==> config.mk <==
export PLATFORM = sky130hd
export DESIGN_NAME = port_rd_backend_flat
export DESIGN_NICKNAME = d
export VERILOG_FILES = /design/src/rtl/port_rd_backend_if.sv /design/src/rtl/port_rd_backend.sv /design/src/flat_wrapper.sv
export SDC_FILE = /design/constraint.sdc
export NUM_CORES = 1
export LEC_CHECK = 0
export CAP_MARGIN = 10
export CORE_MARGIN = 1.5
export CORE_UTILIZATION = 62
export CTS_BUF_LIST = sky130_fd_sc_hd__clkbuf_16
export CTS_CLUSTER_DIAMETER = 120
export DETAILED_ROUTE_END_ITERATION = 10
export GPL_TIMING_DRIVEN = 0
export HOLD_SLACK_MARGIN = 0.05
export MAX_ROUTING_LAYER = met4
export PLACE_DENSITY = 0.85
export RECOVER_POWER = 50
export SETUP_SLACK_MARGIN = 0.4
export SLEW_MARGIN = 30
export SYNTH_ARGS = -nofsm -noshare
export SYNTH_HDL_FRONTEND = slang
export SYNTH_SLANG_ARGS = --single-unit
==> constraint.sdc <==
create_clock -name clk -period 8.74 [get_ports clk]
set_input_delay 0.874 -clock clk [delete_from_list [all_inputs] [get_ports clk]]
set_output_delay 0.874 -clock clk [all_outputs]
set_load 0.02 [all_outputs]
==> src/rtl/port_rd_backend_if.sv <==
// Egress engine bundle: scheduler inputs, queue-manager pop, SRAM word
// stream in, and the replayed packet stream out.
interface port_rd_backend_if #(
    parameter int DATA_W = 16
);
    logic              wrr_en;
    logic              ready;
    logic [7:0]        queue_nonempty;
    logic              pop_req;
    logic [2:0]        pop_prior;
    logic              in_vld;
    logic [DATA_W-1:0] in_data;
    logic              in_last;
    logic              in_ready;
    logic              rd_sop;
    logic              rd_eop;
    logic              rd_vld;
    logic [DATA_W-1:0] rd_data;
    logic              busy;

    // Environment side: scheduler hints and the SRAM word source.
    modport master (
        output wrr_en, ready, queue_nonempty, in_vld, in_data, in_last,
        input  pop_req, pop_prior, in_ready, rd_sop, rd_eop, rd_vld, rd_data, busy
    );

    // Engine side.
    modport slave (
        input  wrr_en, ready, queue_nonempty, in_vld, in_data, in_last,
        output pop_req, pop_prior, in_ready, rd_sop, rd_eop, rd_vld, rd_data, busy
    );
endinterface

==> src/rtl/port_rd_backend.sv <==
// Per-port egress engine: picks one of 8 queues (strict priority or WRR),
// pops one packet, buffers its words in a small FIFO and replays it as
// rd_sop / rd_vld+rd_data / rd_eop.
module port_rd_backend #(
    parameter int FIFO_DEPTH = 4,
    parameter int DATA_W     = 16
) (
    input  logic                clk,
    input  logic                rst_n,
    port_rd_backend_if.slave    bus
);
    typedef enum logic [1:0] {IDLE, SOP, DATA, EOP} state_t;

    localparam int AW = $clog2(FIFO_DEPTH);

    state_t            state;
    logic [DATA_W:0]   mem [FIFO_DEPTH];   // {last, data}
    logic [AW-1:0]     wr_ptr, rd_ptr;
    logic [AW:0]       count;
    logic              full;
    logic              push, pop;
    logic              last_acc;           // last word of packet already taken in
    logic              last_out;           // last word already driven on rd_data

    logic [7:0][3:0]   credit;
    logic [7:0]        has_credit;
    logic [7:0]        elig;
    logic              reload;
    logic              grant_ev;
    logic [2:0]        grant;

    function automatic logic [2:0] lowest(input logic [7:0] v);
        logic [2:0] r;
        r = 3'd0;
        for (int i = 7; i >= 0; i--)
            if (v[i]) r = 3'(i);
        return r;
    endfunction

    assign full        = (count == (AW+1)'(FIFO_DEPTH));
    assign bus.in_ready = ((state == SOP) || (state == DATA)) && !full && !last_acc;
    assign push        = bus.in_vld && bus.in_ready;
    assign pop         = (state == DATA) && (count != '0) && !last_out;
    assign grant_ev    = (state == IDLE) && bus.ready && (|bus.queue_nonempty);

    // Queue selection: strict lowest-index, or lowest-index with credit left
    // (reloading everything when no nonempty queue has credit).
    always_comb begin
        for (int q = 0; q < 8; q++) has_credit[q] = (credit[q] != 4'd0);
        elig   = bus.queue_nonempty & has_credit;
        reload = bus.wrr_en && (elig == 8'd0);
        grant  = lowest(bus.queue_nonempty);
        if (bus.wrr_en && !reload) grant = lowest(elig);
    end

    // WRR credits: weight 8-q, consumed one per grant, frozen in strict mode.
    always_ff @(posedge clk) begin
        if (!rst_n) begin
            for (int q = 0; q < 8; q++) credit[q] <= 4'(8 - q);
        end else if (grant_ev && bus.wrr_en) begin
            for (int q = 0; q < 8; q++) begin
                if (reload)
                    credit[q] <= (3'(q) == grant) ? 4'(7 - q) : 4'(8 - q);
                else if (3'(q) == grant)
                    credit[q] <= credit[q] - 4'd1;
            end
        end
    end

    // Word FIFO; simultaneous push and pop keep the count steady.
    always_ff @(posedge clk) begin
        if (!rst_n) begin
            wr_ptr <= '0;
            rd_ptr <= '0;
            count  <= '0;
        end else begin
            if (push) begin
                mem[wr_ptr] <= {bus.in_last, bus.in_data};
                wr_ptr      <= wr_ptr + 1'b1;
            end
            if (pop) rd_ptr <= rd_ptr + 1'b1;
            count <= count + (AW+1)'(push) - (AW+1)'(pop);
        end
    end

    // Packet FSM with registered framing outputs.
    always_ff @(posedge clk) begin
        if (!rst_n) begin
            state         <= IDLE;
            bus.pop_req   <= 1'b0;
            bus.pop_prior <= 3'd0;
            bus.rd_sop    <= 1'b0;
            bus.rd_eop    <= 1'b0;
            bus.rd_vld    <= 1'b0;
            bus.rd_data   <= '0;
            bus.busy      <= 1'b0;
            last_acc      <= 1'b0;
            last_out      <= 1'b0;
        end else begin
            bus.pop_req <= 1'b0;
            bus.rd_sop  <= 1'b0;
            bus.rd_eop  <= 1'b0;
            bus.rd_vld  <= 1'b0;
            if (push && bus.in_last) last_acc <= 1'b1;
            case (state)
                IDLE: if (grant_ev) begin
                    state         <= SOP;
                    bus.pop_req   <= 1'b1;
                    bus.pop_prior <= grant;
                    bus.rd_sop    <= 1'b1;
                    bus.busy      <= 1'b1;
                    last_acc      <= 1'b0;
                    last_out      <= 1'b0;
                end
                SOP: state <= DATA;
                DATA: begin
                    if (last_out) begin
                        state      <= EOP;
                        bus.rd_eop <= 1'b1;
                    end else if (pop) begin
                        bus.rd_vld  <= 1'b1;
                        bus.rd_data <= mem[rd_ptr][DATA_W-1:0];
                        if (mem[rd_ptr][DATA_W]) last_out <= 1'b1;
                    end
                end
                EOP: begin
                    state    <= IDLE;
                    bus.busy <= 1'b0;
                end
                default: state <= IDLE;
            endcase
        end
    end
endmodule

==> src/flat_wrapper.sv <==
// flat-port wrapper written by rule: the top's interface ports become plain ports
module port_rd_backend_flat 
#(
    parameter int FIFO_DEPTH = 4,
    parameter int DATA_W     = 16
)
  (clk, rst_n, bus_wrr_en, bus_ready, bus_queue_nonempty, bus_in_vld, bus_in_data, bus_in_last, bus_pop_req, bus_pop_prior, bus_in_ready, bus_rd_sop, bus_rd_eop, bus_rd_vld, bus_rd_data, bus_busy);
  port_rd_backend_if #(.DATA_W(DATA_W)) bus_i ();
  input  logic clk;
  input  logic rst_n;
  input wire logic [$bits(bus_i.wrr_en)-1:0] bus_wrr_en;
  input wire logic [$bits(bus_i.ready)-1:0] bus_ready;
  input wire logic [$bits(bus_i.queue_nonempty)-1:0] bus_queue_nonempty;
  input wire logic [$bits(bus_i.in_vld)-1:0] bus_in_vld;
  input wire logic [$bits(bus_i.in_data)-1:0] bus_in_data;
  input wire logic [$bits(bus_i.in_last)-1:0] bus_in_last;
  output wire logic [$bits(bus_i.pop_req)-1:0] bus_pop_req;
  output wire logic [$bits(bus_i.pop_prior)-1:0] bus_pop_prior;
  output wire logic [$bits(bus_i.in_ready)-1:0] bus_in_ready;
  output wire logic [$bits(bus_i.rd_sop)-1:0] bus_rd_sop;
  output wire logic [$bits(bus_i.rd_eop)-1:0] bus_rd_eop;
  output wire logic [$bits(bus_i.rd_vld)-1:0] bus_rd_vld;
  output wire logic [$bits(bus_i.rd_data)-1:0] bus_rd_data;
  output wire logic [$bits(bus_i.busy)-1:0] bus_busy;
  assign bus_i.wrr_en = bus_wrr_en;
  assign bus_i.ready = bus_ready;
  assign bus_i.queue_nonempty = bus_queue_nonempty;
  assign bus_i.in_vld = bus_in_vld;
  assign bus_i.in_data = bus_in_data;
  assign bus_i.in_last = bus_in_last;
  assign bus_pop_req = bus_i.pop_req;
  assign bus_pop_prior = bus_i.pop_prior;
  assign bus_in_ready = bus_i.in_ready;
  assign bus_rd_sop = bus_i.rd_sop;
  assign bus_rd_eop = bus_i.rd_eop;
  assign bus_rd_vld = bus_i.rd_vld;
  assign bus_rd_data = bus_i.rd_data;
  assign bus_busy = bus_i.busy;
  port_rd_backend #(.FIFO_DEPTH(FIFO_DEPTH), .DATA_W(DATA_W)) u_core (.clk(clk), .rst_n(rst_n), .bus(bus_i));
endmodule
==> impl_results.md <==
- Run status: finished clean
- EDFF count, synth: between 60 and 70
- RR Endpoint: u_core.count[2]
- # diodes: 0
- GRT met3 Usage: about 7.7%
- Mapped Nets: 570
- Placed Cells: 704
- Pleak: 2.688 nW
- # fillers: 587
- Row cnt: 36
- CP peak stage delay: 0.94 ns
- Non-filler cells, final: 736
- I/O pin cnt: 55
- VDD IR max: 0.0001883 V
- Worst EP arrival: about 4.1 ns
- Layout cell share with drive strength beyond 1: 11.77%
- Total power: 1.770 mW
- Post-DP Area: 6818 sq um
- Detailed Route WL: 13990 microns
- Worst setup path category: flop to flop
- Die Y: 102.3 microns
- Root buffer cell: clkbuf_16
- Worst Skew: 0.01130 ns
- Die Footprint: 10470 sq um
- Worst path cell trace: o31ai_1 > inv_1 > clkbuf_1 > ha_1 > inv_1 > ha_1 > inv_1 > fa_1 > xor2_1 > xnor2_1 > nor2_1
- Clock buffer count from CTS: 17
- WL/cell: 19.01 microns
- Hold slack: 0.4609 ns
- Mapped Cells: a little over 500
- Setup WS post-layout: 4.938 ns
- Power per cell area: between 200 and 250 nW/um^2
- Endpoints failing setup: 0
- Hold path depth: 2
- Post-Syn Area: 6115 sq um
- WHS Endpoint: u_core.bus.rd_data[0]
- FMAX: 263.0 MHz
- Vias: between 4000 and 5000
- Post-CTS Setup Bufs: 0
- WP buf/inv: 4
- Slew HR: between 20% and 30%
- Period utilization: 43.50%
- Register area: 3403 sq um
- Slowest stage cell, crit path: o31ai_1
- Gr usage total: 30.14%
- CTS sink count: 136
- Longest Clk Path Bufs: 2
- Port Buffers: 53
- Most Crowded Layer GR: met2
- Fin area: roughly 7400 sq um
- DR iter-0 viols: 276
- DP Worst Slack: 4.984 ns
- # hold bufs at CTS: 0
- Final hold violation count: 0
- CTS tree: built
- Clock power share: 40.3%
- Worst R2R Setup Slack: 4.94 ns
- Clock-pin slew on the worst setup and hold paths: 0.07 ns
- Worst EP required: ~9.0 ns
- Syn avg cell area: between 10 and 15 sq um
- Worst-case reg-to-reg path depth: 11
- Synth Warn #: 0
- Final net count: 642
- Remaining global-route overflow: 0
- Initial Utilization: a little over three fifths
- Final HPWL DP: 9211 microns
- Later-pin clock latency in the skew report: 0.43 ns
- Resize count post-CTS: 0
- Vias per cell: 6.186
- Sequential share of the synthesized area: ~56%
- Synth-to-Final Area Change: 21.06%
- Synth Register Bits: 136
- Switch Pwr: 496.4 uW
- GR Util met1: 34.64%
- Number of global-route vias before repair: roughly 4700
- GP Congestion: 0.9776
- Core Area: 9684 sq um
- Sequential power share: 42.2%
- Critical path's top delay family: buffers and inverters
- First-pass GRT wire length: between 20000 and 25000 microns
- Finished Core Util: 76.43%
- DR DRC count: 0
- RR Startpoint: u_core.count[1]
- Setup crit end kind: flop
- Pin slew with the least headroom to its limit: roughly 1.2 ns
- Post-layout min period: 3.802 ns
- H-tree depth: 4
- Largest net degree at the start of global routing: 18
- Post-synth ARST share: 0%
- Setup tns final: 0 ns
- Comb pwr share: 17.5%
- Crit start category: flop
- Multi-input gate area in the final layout: roughly 2500 sq um
- Crit Path Max Fanout: 10
- Min-delay src: u_core.bus.rd_data[0]
- RSZ-0062 raised after global routing: no
- Post-synth cell types: 69
- Antenna Violating Nets Remaining: 0
- Die X: 102.3 microns
- Internal Power: roughly 1.3 mW
- Antenna violations before repair: 0
- Hold WC Path Type: flop to flop
- Slew Limit Fails: 0
- Top_reg_cell synth: edfxtp_1
- Switching part of the total: 28.05%
- DRT Pass-1 Iters: 5
- Met2 Use GR: 47.68%
- Maxcap violations: 0
- Most frequent CP cell: inv_1
-- worst min-delay path, cell delays in order (launching register included) --
cell and delay (ns):
dfxtp_1 0.31, nand2_1 0.05, a21oi_1 0.05
-- power by group through the flow --
stage,Combinational (mW),Sequential (mW),Clock (mW)
floorplan,0.192,0.766,0
global placement,0.293,0.756,0
detailed placement,0.310,0.760,0
CTS,0.316,0.748,0.716
global route,0.340,0.752,0.744
finish,0.310,0.747,0.713
-- logic make-up after synthesis --
family	Yosys count	synth area share, %
buffers and inverters	53	3.519
XOR/XNOR	11	1.576
multiplexers	20	6.753
AO/OA/AOI/OAI	118	14.65
adder cells (fa/ha/maj)	22	4.624
flip-flops	136	55.66
AND/OR/NAND/NOR	158	13.22
-- metal layers --
| metal | up-vias | part of all wire [%] |
|---|---|---|
| li1 | 2087 | - |
| met1 | 2234 | 40 |
| met2 | 171 | 50 |
| met3 | 61 | 5.8 |
| met4 | 0 | 4.0 |
| met5 | - | 0 |
-- state kept, by name (all words and copies together), names as in the netlist, named ones only --
name and count:
u_core.bus.pop_req 1, u_core.bus.pop_prior 3, u_core.count 3, u_core.bus.busy 1, u_core.bus.rd_data 16, u_core.credit 32, u_core.state 2, u_core.wr_ptr 2
u_core.bus.rd_vld 1, u_core.last_acc 1, u_core.bus.rd_eop 1, u_core.mem 68, u_core.rd_ptr 2, u_core.last_out 1
-- cells in the mapped netlist (8+ instances only) --
cell	number	area share [%]
clkbuf_1	15	0.92
inv_1	29	1.8
xnor2_1	8	1.1
o21ai_0	13	1.1
ha_1	21	4.3
nor2_1	27	1.7
nor3_1	13	1.1
mux4_2	17	6.3
a211oi_1	9	1.1
a21oi_1	28	2.3
nand2_1	54	3.3
edfxtp_1	68	33
dfxtp_1	68	22
nand3_1	9	0.74
-- worst max-delay path by stage --
stage,start,end,slack (ns),depth (start not counted)
finish,u_core.count[1],u_core.count[2],4.94,11
global placement,bus_queue_nonempty[0],u_core.credit[20],5.02,7
floorplan,u_core.state[0],u_core.count[2],5.98,14
global route,u_core.state[0],u_core.count[2],4.76,14
detailed placement,bus_queue_nonempty[7],u_core.credit[9],4.98,8
CTS,u_core.state[0],u_core.count[2],5.19,14
-- placed cells by master (no fill, tap or decap), types with 11 or more instances in the layout --
cell	n
dfxtp_1	68
a21oi_1	28
clkdlybuf4s50_1	11
nand2_1	54
nor3_1	13
edfxtp_1	68
clkbuf_16	17
ha_1	21
inv_1	31
clkbuf_1	16
mux4_2	17
nor2_1	27
dlygate4sd3_1	42
o21ai_0	13
-- layout make-up --
class | count | share of cell area [%]
plain buffers | 22 | 1.335
clock buffers | 17 | 5.747
clock inverters | 15 | 2.214
inverters | 31 | 1.572
multi-input cells | 329 | 33.74
flip-flops and latches | 136 | 45.98
well taps | 133 | 2.248
repair buffers | 53 | 7.167
Power figures use the tool's default switching activity.
